`config.mk`:
```
export PLATFORM = sky130hd
export DESIGN_NAME = button_event_scheduler
export DESIGN_NICKNAME = d
export VERILOG_FILES = /design/src/rtl/button_event_scheduler.sv
export SDC_FILE = /design/constraint.sdc
export NUM_CORES = 1
export LEC_CHECK = 0
export BUFFER_PORTS_ARGS = -buffer_cell sky130_fd_sc_hd__buf_2
export CAP_MARGIN = 5
export CORE_ASPECT_RATIO = 0.9
export CORE_MARGIN = 2
export CORE_UTILIZATION = 30
export DETAILED_ROUTE_END_ITERATION = 10
export PLACE_DENSITY = 0.53
export SETUP_SLACK_MARGIN = 0.05
export SLEW_MARGIN = 40
export SYNTH_ARGS = -nofsm -noshare
export SYNTH_HDL_FRONTEND = slang
export SYNTH_SLANG_ARGS = --single-unit
```
`constraint.sdc`:
```
create_clock -name clk -period 5.48 [get_ports clk]
set_input_delay 1.096 -clock clk [delete_from_list [all_inputs] [get_ports clk]]
set_output_delay 1.096 -clock clk [all_outputs]
set_load 0.005 [all_outputs]
```
`src/rtl/button_event_scheduler.sv`:
```
// button_event_scheduler: merges per-button press and auto-repeat events into one ordered stream.
// Auto-repeat FSMs and counters exist only when BTN_AUTOREPEAT_EN is defined.
module button_event_scheduler #(
   parameter int NUM_BTNS      = 4,
   parameter int HOLD_CYCLES   = 50_000_000,
   parameter int REPEAT_CYCLES = 10_000_000,
   parameter int FIFO_DEPTH    = 4,
   localparam int IDW          = $clog2(NUM_BTNS)
) (
   input  logic                clk,
   input  logic                rst_n,
   input  logic [NUM_BTNS-1:0] btn_state,
   input  logic [NUM_BTNS-1:0] btn_down,
   output logic                evt_valid,
   input  logic                evt_ready,
   output logic [IDW-1:0]      evt_id,
   output logic                evt_repeat,
   output logic                evt_merged
);

   localparam int AW = $clog2(FIFO_DEPTH);
   localparam int CW = AW + 1;

   logic [NUM_BTNS-1:0] tick;
   logic [NUM_BTNS-1:0] pend_q, pend_d;
   logic [NUM_BTNS-1:0] rep_q, rep_d;
   logic [NUM_BTNS-1:0] grant;
   logic [NUM_BTNS-1:0] merge;
   logic [IDW-1:0]      rr_q, rr_d;
   logic [IDW-1:0]      gnt_idx;
   logic                gnt_vld;
   logic                merged_q;

   logic [IDW:0]        fifo_q [FIFO_DEPTH];
   logic [AW-1:0]       wr_q, rd_q;
   logic [CW-1:0]       cnt_q;
   logic                full, push, pop;

`ifdef BTN_AUTOREPEAT_EN
   localparam int MAXC = (HOLD_CYCLES > REPEAT_CYCLES) ? HOLD_CYCLES : REPEAT_CYCLES;
   localparam int TW   = $clog2(MAXC);

   typedef enum logic [1:0] {ST_IDLE, ST_HOLD, ST_RPT} rpt_state_e;

   for (genvar i = 0; i < NUM_BTNS; i++) begin : g_rpt
      rpt_state_e    st_q, st_d;
      logic [TW-1:0] tmr_q, tmr_d;
      logic          tick_q, tick_d;

      always_ff @(posedge clk or negedge rst_n) begin
         if (!rst_n) begin
            st_q   <= ST_IDLE;
            tmr_q  <= '0;
            tick_q <= 1'b0;
         end else begin
            st_q   <= st_d;
            tmr_q  <= tmr_d;
            tick_q <= tick_d;
         end
      end

      // Tick is registered, so it appears one cycle after the terminal count.
      always_comb begin
         st_d   = st_q;
         tmr_d  = tmr_q;
         tick_d = 1'b0;
         if (btn_down[i]) begin
            st_d  = ST_HOLD;
            tmr_d = '0;
         end else if (st_q != ST_IDLE) begin
            if (!btn_state[i]) begin
               st_d  = ST_IDLE;
               tmr_d = '0;
            end else if (st_q == ST_HOLD && int'(tmr_q) == HOLD_CYCLES - 1) begin
               st_d   = ST_RPT;
               tmr_d  = '0;
               tick_d = 1'b1;
            end else if (st_q == ST_RPT && int'(tmr_q) == REPEAT_CYCLES - 1) begin
               tmr_d  = '0;
               tick_d = 1'b1;
            end else begin
               tmr_d = tmr_q + 1'b1;
            end
         end
      end

      assign tick[i] = tick_q;
   end
`else
   logic unused_cfg;
   assign tick       = '0;
   assign unused_cfg = ^{btn_state, fifo_q[rd_q][0]};
`endif

   // A fresh press always wins over a repeat flag; a merge only counts if the slot was not just granted.
   always_comb begin
      pend_d = pend_q;
      rep_d  = rep_q;
      merge  = '0;
      for (int i = 0; i < NUM_BTNS; i++) begin
         if (btn_down[i] || tick[i]) begin
            merge[i]  = pend_q[i] & ~grant[i];
            pend_d[i] = 1'b1;
            if (btn_down[i])
               rep_d[i] = 1'b0;
            else if (!(pend_q[i] && !grant[i]))
               rep_d[i] = 1'b1;
         end else if (grant[i]) begin
            pend_d[i] = 1'b0;
         end
      end
   end

   always_comb begin
      int            sum;
      logic [IDW-1:0] cand;
      grant   = '0;
      gnt_idx = '0;
      gnt_vld = 1'b0;
      sum     = 0;
      cand    = '0;
      for (int k = 0; k < NUM_BTNS; k++) begin
         sum  = int'(rr_q) + k;
         cand = (sum >= NUM_BTNS) ? IDW'(sum - NUM_BTNS) : IDW'(sum);
         if (!gnt_vld && !full && pend_q[cand]) begin
            gnt_vld = 1'b1;
            gnt_idx = cand;
         end
      end
      if (gnt_vld)
         grant[gnt_idx] = 1'b1;
      rr_d = rr_q;
      if (gnt_vld)
         rr_d = (int'(gnt_idx) == NUM_BTNS - 1) ? '0 : gnt_idx + 1'b1;
   end

   assign full = (cnt_q == CW'(FIFO_DEPTH));
   assign push = gnt_vld;
   assign pop  = evt_valid & evt_ready;

   always_ff @(posedge clk or negedge rst_n) begin
      if (!rst_n) begin
         pend_q   <= '0;
         rep_q    <= '0;
         rr_q     <= '0;
         merged_q <= 1'b0;
         wr_q     <= '0;
         rd_q     <= '0;
         cnt_q    <= '0;
      end else begin
         pend_q   <= pend_d;
         rep_q    <= rep_d;
         rr_q     <= rr_d;
         merged_q <= |merge;
         if (push)
            wr_q <= wr_q + 1'b1;
         if (pop)
            rd_q <= rd_q + 1'b1;
         case ({push, pop})
            2'b10:   cnt_q <= cnt_q + 1'b1;
            2'b01:   cnt_q <= cnt_q - 1'b1;
            default: cnt_q <= cnt_q;
         endcase
      end
   end

   // Storage holds data only; outputs are gated by occupancy so reset needs no clear here.
   always_ff @(posedge clk) begin
      if (push)
         fifo_q[wr_q] <= {gnt_idx, rep_q[gnt_idx]};
   end

   assign evt_valid  = (cnt_q != '0);
   assign evt_id     = evt_valid ? fifo_q[rd_q][IDW:1] : '0;
`ifdef BTN_AUTOREPEAT_EN
   assign evt_repeat = evt_valid & fifo_q[rd_q][0];
`else
   assign evt_repeat = 1'b0;
`endif
   assign evt_merged = merged_q;

endmodule

```
==> results of run 1 <==
## worst paths after layout
kind	from	endpoint	slack, ps
max	rd_q[0]	evt_id[1]	2860
min	cnt_q[2]	cnt_q[2]	500
max reg2reg	pend_q[3]	rr_q[1]	2970
min reg2reg	cnt_q[2]	cnt_q[2]	500
max in group asynchronous	rst_n	cnt_q[0]	4520
min in group asynchronous	rst_n	pend_q[1]	710
## stage by stage
step | utilization, % | instances | hold WS (ps) | power, mW | setup slack [ps]
after floorplan | - | 123 | 458 | 0.716 | 3180
after global placement | 32.5 | 187 | 483 | 0.792 | 2950
after detailed placement | 32.5 | 187 | 487 | 0.806 | 2980
after CTS | 34.1 | 191 | 507 | 0.960 | 2840
after global routing | 34.1 | 191 | 537 | 1.04 | 2760
final | 34.1 | 191 | 505 | 0.954 | 2860
## layout make-up
class,count,share of cell area [%]
Tap cell,62,5.13
Inverter,7,1.74
Clock buffer,3,2.73
Timing Repair Buffer,10,3.31
Multi-Input combinational cell,86,46.1
Clock inverter,1,1.99
Sequential cell,22,39.0
## report_power, final
| part | total (mW) | leakage [nW] | switching (mW) | internal [mW] |
|---|---|---|---|---|
| clock | 0.152 | 0.0357 | 0.0542 | 0.0976 |
| combinational | 0.435 | 0.365 | 0.224 | 0.211 |
| sequential | 0.367 | 0.230 | 0.0898 | 0.277 |
| total | 0.954 | 0.630 | 0.368 | 0.586 |
## kinds of logic after synthesis
kind of cell,synth area share [%]
other cells,0.272
mux,5.55
buf+inv,6.45
compound gates,13.1
xor+xnor,3.82
flops,42.9
simple gates,18.3
fa+ha+maj,9.64
## metal layers
| layer | routed length (um) | track usage, % | vias up | share of wire [%] |
|---|---|---|---|---|
| met5 | 0 | 0 | - | 0 |
| met4 | 27 | 2.85 | 0 | 1.1 |
| met3 | 119 | 3.24 | 2 | 4.8 |
| met2 | 1120 | 17.4 | 20 | 46 |
| met1 | 1190 | 13.6 | 420 | 48 |
| li1 | - | - | 436 | - |
## flip-flops by register name, summed over array words and instances (netlist names)
| name | count |
|---|---|
| fifo_q | 8 |
| pend_q | 4 |
| cnt_q | 3 |
| rd_q | 2 |
| rr_q | 2 |
| wr_q | 2 |
| evt_merged | 1 |
## cells in the final DEF, fill, tap and decap left out, types with 2 or more instances in the layout
| cell | n |
|---|---|
| sky130_fd_sc_hd__a21o_1 | 5 |
| sky130_fd_sc_hd__a21oi_1 | 3 |
| sky130_fd_sc_hd__and2_1 | 9 |
| sky130_fd_sc_hd__and3b_1 | 2 |
| sky130_fd_sc_hd__buf_2 | 10 |
| sky130_fd_sc_hd__clkbuf_8 | 3 |
| sky130_fd_sc_hd__dfrtp_1 | 14 |
| sky130_fd_sc_hd__edfxtp_1 | 8 |
| sky130_fd_sc_hd__ha_1 | 9 |
| sky130_fd_sc_hd__inv_1 | 7 |
| sky130_fd_sc_hd__mux2i_1 | 2 |
| sky130_fd_sc_hd__mux4_2 | 2 |
| sky130_fd_sc_hd__nand2_1 | 7 |
| sky130_fd_sc_hd__nand2b_1 | 3 |
| sky130_fd_sc_hd__nand3_1 | 4 |
| sky130_fd_sc_hd__nor2_1 | 5 |
| sky130_fd_sc_hd__nor2b_1 | 2 |
| sky130_fd_sc_hd__nor3b_2 | 2 |
| sky130_fd_sc_hd__nor4_1 | 2 |
| sky130_fd_sc_hd__o21ai_0 | 2 |
| sky130_fd_sc_hd__o221ai_1 | 2 |
| sky130_fd_sc_hd__xnor2_1 | 3 |
| sky130_fd_sc_hd__xor2_1 | 3 |
## worst max-delay path: stages (launching register included)
cell,delay (ps)
sky130_fd_sc_hd__dfrtp_1,460
sky130_fd_sc_hd__mux4_2,520
sky130_fd_sc_hd__and2_1,160
sky130_fd_sc_hd__buf_2,120
==> impl_summary.txt, run 1 <==
----------------------------------------------------
[Status]
  Result of the run ... finished clean

[Finish]
  Area of combinational cells with multiple inputs ... 697 um2
  Area delta synth->final ... 9.91%
  Fraction of final layout cells with drive strength greater than 1 ... 17.8%
  Summed area of non-filler cells in the final layout ... 1510 um2
  Diode count ... 0
  Filler cell count ... around 460
  Layout Nets ... 151
  Sequential standard cell area ... roughly 600 um2

[Drt]
  Number of nets still failing antenna checks after routing ... 0
  Initial DRC count ... 17
  DRC errors left ... 0
  Routed wire length per instance ... 12.9 um
  Via count normalized by instance count ... between 4 and 5
  Number of optimization iterations in the first detailed-route pass ... 4
  Via count of the routed design ... 878
  Final wirelength ... roughly 2500 um

[STA]
  Number of max-slew violations in the final report ... 0
  Setup-failing EPs final ... 0
  RSZ-0062 raised after global routing ... no
  Slew margin rel. ... 55.7%
  Final clock skew ... 6.15 ps
  Minimum period implied by the final worst setup slack ... 2620 ps
  Final hold vios ... 0
  F_max ... 0.382 GHz
  Actual slew at the worst max-slew pin ... 659 ps
  Period Utilization, post-route ... 47.7%
  Setup total negative slack ... 0 ps

[Synth]
  Yosys warnings ... 0
  Largest area contributor in the netlist ... sky130_fd_sc_hd__dfrtp_1
  Leading cell type by number of instances after synthesis ... sky130_fd_sc_hd__dfrtp_1
  Mean instance size in the synthesized netlist ... 11.2 um2
  Cell area after synthesis ... 1380 um2
  Synth area leaders ... sky130_fd_sc_hd__dfrtp_1, sky130_fd_sc_hd__edfxtp_1, sky130_fd_sc_hd__ha_1
  Asr flop ratio synth ... 63.6%
  Flip-flop and latch count after synthesis ... 22
  Count of flip-flops with a built-in enable after synthesis ... 8
  Ranking of synthesized cells by instance count ... sky130_fd_sc_hd__dfrtp_1, sky130_fd_sc_hd__and2_1, sky130_fd_sc_hd__ha_1
  Nets in the synthesized netlist ... roughly 140
  Top-area cell type share of the netlist area ... between 20% and 30%
  Count of mapped cells out of synthesis ... between 100 and 150
  Post-synth cell types ... 44
  Post-synth top flop ... sky130_fd_sc_hd__dfrtp_1
  Sequential share of the synthesized area ... roughly 43%

[Critical path]
  Arr. time, crit path ... 1520 ps
  Critical Path End Type ... output pin
  Element type at the critical path start ... register
  Worst R2R Path Depth ... 6
  Type of the setup path with the least slack ... register to output pin
  CP max FO ... 4
  WP data required ... 4380 ps

[Floorplanning]
  Top-level I/O count ... 16
  Area of the core region ... roughly 4400 um2
  Die Span X ... 75.4 um
  Chip height ... 68.3 um
  Die Footprint ... 5150 um2
  Number of rows in the core area ... 23
  Initial core utilization ... 31.1%

[CTS]
  # clock sinks ... 22
  Clock tree from TritonCTS ... yes
  Cts-stage hold buffer count ... 0
  Count of cells resized by post-cts repair ... 0
  CTS H-Tree Depth ... 1
  Number of buffers inserted to repair setup after CTS ... 0
  Clock-pin slew of the registers on the worst-case setup and hold paths ... 80 ps
  Maximum root-to-sink buffer count ... 2
  Num CTS Buffers ... 3
  Clock root buffer ... sky130_fd_sc_hd__clkbuf_8
  Clk_lat worst skew ... 270 ps

[Global routing]
  Pin count of the biggest net entering global routing ... 15
  Via count of the first global-routing pass ... 924
  Combined global-route utilization of all metal layers ... 10.6%
  Number of antenna violations at the first check in global routing ... 0
  Wire length of the first global-routing pass ... roughly 4000 um
  Overflow left after global routing ... 0

[Power]
  Power per cell area ... 631 nW/um2
  Leakage power figure ... 0.630 nW
  Peak ir drop on the vdd network ... approximately 0.21 mV

[Min path]
  Hold/Removal Path Class ... register to register
  Hold Crit Depth ... 1

[Placement]
  Placement-stage cell area ... 1440 um2
  IO Port Bufs ... 10
  Global placer's final weighted congestion ... roughly 0.76
  DP HPWL ... 1850 um

[Job]
  Maximum Capacitance Violations ... 0

----------------------------------------------------
(Power assumes the default switching activity.)
==> run 2, diff against run 1 <==
--- a/config.mk
+++ b/config.mk
@@ -5,6 +5,7 @@
 export SDC_FILE = /design/constraint.sdc
 export NUM_CORES = 1
 export LEC_CHECK = 0
+export ABC_AREA = 1
 export BUFFER_PORTS_ARGS = -buffer_cell sky130_fd_sc_hd__buf_2
 export CAP_MARGIN = 5
 export CORE_ASPECT_RATIO = 0.9
==> constraint.sdc (replaced) <==
create_clock -name clk -period 2.75 [get_ports clk]
set_input_delay 0.55 -clock clk [delete_from_list [all_inputs] [get_ports clk]]
set_output_delay 0.55 -clock clk [all_outputs]
set_load 0.005 [all_outputs]
==> run 2 against run 1 <==
Compared with the run above: clock skew grew 1.3 ps; routed wire length decreased by 7.3%; sequential share of layout area shrank 1.1 points; count of clock-buffer cells in the layout unchanged; cell area rose by 3.0%; register-to-register slack worse by 2700 ps; synthesized cell count grew 30%; non-clock buffer count grew 1; first-iteration DRC count rose by 35%; critical path depth rose by 11.
==> impl_summary.txt, run 2 <==
----------------------------------------------------
[Synth]
  Mean instance size in the synthesized netlist ... 8.56 um2 (was 11.2 um2)
  Leading cell type by number of instances after synthesis ... sky130_fd_sc_hd__nand2_1 (was sky130_fd_sc_hd__dfrtp_1)
  Fraction of synthesized cell area in xor and xnor cells ... 2.56% (was 3.82%)
  Share of the synthesized area in compound gates (AO/OA/AOI/OAI) ... 10.1% (was 13.1%)
  Flip-flop and latch count after synthesis ... 22 (unchanged)
  Synth area leaders ... sky130_fd_sc_hd__dfrtp_1, sky130_fd_sc_hd__edfxtp_1, sky130_fd_sc_hd__ha_1 (unchanged)
  Ranking of synthesized cells by instance count ... sky130_fd_sc_hd__nand2_1, sky130_fd_sc_hd__inv_1, sky130_fd_sc_hd__nor2_1 (was sky130_fd_sc_hd__dfrtp_1, sky130_fd_sc_hd__and2_1, sky130_fd_sc_hd__ha_1)
  Multiplexer share of the synthesized area ... 0% (was 5.55%)
  Count of flip-flops with a built-in enable after synthesis ... 8 (unchanged)
  Combinational family with the most area after synthesis ... simple AND/OR/NAND/NOR gates (unchanged)
  Largest area contributor in the netlist ... sky130_fd_sc_hd__dfrtp_1 (unchanged)
  Count of mapped cells out of synthesis ... 160 (was 123)
  Sequential share of the synthesized area ... 43.1% (was 42.9%)
  Simple-gate share of the synthesized area ... 25.3% (was 18.3%)
  Nets in the synthesized netlist ... 181 (was 144)
  Top-area cell type share of the netlist area ... 25.6% (was 25.5%)
  Post-synth top flop ... sky130_fd_sc_hd__dfrtp_1 (unchanged)
  Yosys warnings ... 0 (unchanged)
  Cell area after synthesis ... 1370 um2 (was 1380 um2)
  Post-synth cell types ... 30 (was 44)
  Area share of fa/ha/maj cells after synthesis ... 9.68% (was 9.64%)
  Asr flop ratio synth ... 63.6% (unchanged)

[Floorplanning]
  Number of rows in the core area ... 23 (unchanged)
  Die Span X ... 75.2 um (was 75.4 um)
  Die Footprint ... 5120 um2 (was 5150 um2)
  Chip height ... 68.1 um (was 68.3 um)
  Area of the core region ... 4430 um2 (unchanged)
  Top-level I/O count ... 16 (unchanged)
  Initial core utilization ... 30.9% (was 31.1%)

[Drt]
  DRC errors left ... 0 (unchanged)
  Routed wire length per instance ... 9.69 um (was 12.9 um)
  Via count normalized by instance count ... 4.17 (was 4.60)
  Initial DRC count ... 23 (was 17)
  Number of optimization iterations in the first detailed-route pass ... 4 (unchanged)
  Number of nets still failing antenna checks after routing ... 0 (unchanged)
  Via count of the routed design ... 979 (was 878)
  Final wirelength ... 2280 um (was 2460 um)

[STA]
  Number of max-slew violations in the final report ... 0 (unchanged)
  Period Utilization, post-route ... 89.0%
  Minimum period implied by the final worst setup slack ... between 2000 and 2500 ps
  Setup-failing EPs final ... 0 (unchanged)
  Final clock skew ... 7.40 ps (was 6.15 ps)
  Final hold vios ... 0 (unchanged)
  RSZ-0062 raised after global routing ... no (unchanged)
  F_max ... just over 0.4 GHz
  Setup total negative slack ... 0 ps (unchanged)

[Placement]
  Global placer's final weighted congestion ... 0.734 (was 0.758)
  DP HPWL ... 1770 um (was 1850 um)
  IO Port Bufs ... 10 (unchanged)

[Critical path]
  Dominant delay contributor by cell family on the critical path ... flip-flops (was multiplexers)
  Largest stage delay on the critical path ... 570 ps (was 520 ps)
  Element type at the critical path start ... register (unchanged)
  WP data required ... 2900 ps (was 4380 ps)
  Buffers and inverters on the worst path ... 3 (was 1)
  CP max stage cell ... sky130_fd_sc_hd__dfrtp_1 (was sky130_fd_sc_hd__mux4_2)
  CP max FO ... 9 (was 4)
  Critical path cell sequence ... inv_4 > nand2_1 > nand3_1 > nand2_2 > a21oi_4 > nor2_4 > o21ai_4 > inv_2 > ha_1 > inv_1 > fa_1 > a21oi_1 > o21ai_0 > xnor2_1 (was mux4_2 > and2_1 > buf_2)
  Type of the setup path with the least slack ... register to register (was register to output pin)
  Arr. time, crit path ... 2600 ps (was 1520 ps)
  Critical Path End Type ... register (was output pin)

[CTS]
  Clock tree from TritonCTS ... yes (unchanged)
  Clk_lat worst skew ... 260 ps (was 270 ps)
  Clock-pin slew of the registers on the worst-case setup and hold paths ... 80 ps (about the same)
  CTS H-Tree Depth ... 1 (unchanged)
  Clock root buffer ... sky130_fd_sc_hd__clkbuf_8 (unchanged)
  Count of cells resized by post-cts repair ... 0 (unchanged)
  Maximum root-to-sink buffer count ... 2 (unchanged)
  # clock sinks ... 22 (unchanged)
  Num CTS Buffers ... 3 (unchanged)
  Cts-stage hold buffer count ... 0 (unchanged)
  Number of buffers inserted to repair setup after CTS ... 0 (unchanged)

[Finish]
  Top flop regs ... fifo_q x8, pend_q x4, cnt_q x3 (unchanged)
  Area delta synth->final ... 13.7% (was 9.91%)
  Layout Nets ... 195 (was 151)
  Number of flip-flops in the largest register ... 8 (unchanged)
  Filler cell count ... 464 (was 462)
  Most common library cell in the layout ignoring fill and taps ... sky130_fd_sc_hd__nand2_1 (was sky130_fd_sc_hd__dfrtp_1)
  Highest-count cells in the layout ignoring fill and taps ... sky130_fd_sc_hd__nand2_1, sky130_fd_sc_hd__inv_1, sky130_fd_sc_hd__nor2_1 (was sky130_fd_sc_hd__dfrtp_1, sky130_fd_sc_hd__buf_2, sky130_fd_sc_hd__and2_1, sky130_fd_sc_hd__ha_1, sky130_fd_sc_hd__edfxtp_1)
  Fraction of final layout cells with drive strength greater than 1 ... 21.4% (was 17.8%)
  Diode count ... 0 (unchanged)
  Top register by number of flip-flops ... fifo_q (unchanged)

[Global routing]
  Wire length of the first global-routing pass ... 3730 um (was 4080 um)
  Combined global-route utilization of all metal layers ... 9.49% (was 10.6%)
  Pin count of the biggest net entering global routing ... 15 (unchanged)
  Overflow left after global routing ... 0 (unchanged)
  Via count of the first global-routing pass ... 861 (was 924)
  Number of antenna violations at the first check in global routing ... 0 (unchanged)

[Min path]
  Hold/Removal Path Class ... input port to async pin (was register to register)

[Job]
  Maximum Capacitance Violations ... 0 (unchanged)

[Status]
  Result of the run ... finished clean (unchanged)

----------------------------------------------------
==> run 2: cell families after synthesis <==
logic type,after synthesis
xor+xnor,4
simple gates,74
compound gates,20
other cells,1
fa+ha+maj,10
buf+inv,29
flops,22
==> run 2: per-stage QoR <==
step | area, um2 | setup WS [ps] | std cells | utilization (%) | hold slack [ps]
2_1_floorplan | 1370 | 515 | 160 | - | 254
3_3_place_gp | 1490 | 343 | 231 | 33.5 | 476
3_5_place_dp | 1490 | 331 | 231 | 33.5 | 481
4_1_cts | 1560 | 308 | 235 | 35.1 | 190
5_1_grt | 1560 | 84.3 | 235 | 35.1 | 192
6_report | 1560 | 304 | 235 | 35.1 | 181
==> run 2: area by class of cell <==
cell class	instances	area, um2	share of cell area [%]
well taps	62	77.6	4.98
clock inverters	1	30.0	1.93
clock buffers	3	41.3	2.65
multi-input cells	109	657	42.2
repair buffers	11	57.6	3.69
flip-flops and latches	22	591	37.9
inverters	27	104	6.67
==> run 2: worst paths after layout <==
| kind | from | to | slack (ps) | depth (start not counted) |
|---|---|---|---|---|
| min in group clk | btn_down[0] | pend_q[0] | 480 | 2 |
| worst min-delay path | rst_n | cnt_q[0] | 180 | 1 |
| max in group asynchronous | rst_n | wr_q[1] | 2300 | 1 |
| worst min register to register | cnt_q[0] | cnt_q[0] | 500 | 1 |
| worst max register to register | rr_q[0] | cnt_q[2] | 300 | 14 |
| worst max-delay path | rr_q[0] | cnt_q[2] | 300 | 14 |
==> run 2: per-layer routing <==
layer / GRT usage [%] / vias to the layer above / wire (um)
met1: 13.3 / 433 / 1240
met3: 3.09 / 2 / 88
met2: 14.7 / 19 / 941
met5: 0 / - / 0
li1: - / 525 / -
met4: 1.32 / 0 / 11
==> run 2: worst reg2reg max path, cell delays in order (launching register included) <==
cell and delay (ps):
sky130_fd_sc_hd__dfrtp_1 570, sky130_fd_sc_hd__inv_4 100, sky130_fd_sc_hd__nand2_1 90, sky130_fd_sc_hd__nand3_1 90, sky130_fd_sc_hd__nand2_2 130, sky130_fd_sc_hd__a21oi_4 80
sky130_fd_sc_hd__nor2_4 110, sky130_fd_sc_hd__o21ai_4 70, sky130_fd_sc_hd__inv_2 110, sky130_fd_sc_hd__ha_1 150, sky130_fd_sc_hd__inv_1 70, sky130_fd_sc_hd__fa_1 380
sky130_fd_sc_hd__a21oi_1 140, sky130_fd_sc_hd__o21ai_0 110, sky130_fd_sc_hd__xnor2_1 140
Power of run 2 is left out: the tool's default activity adds up to more than one toggle a clock period on the data nets, which glitch-free logic cannot reach.
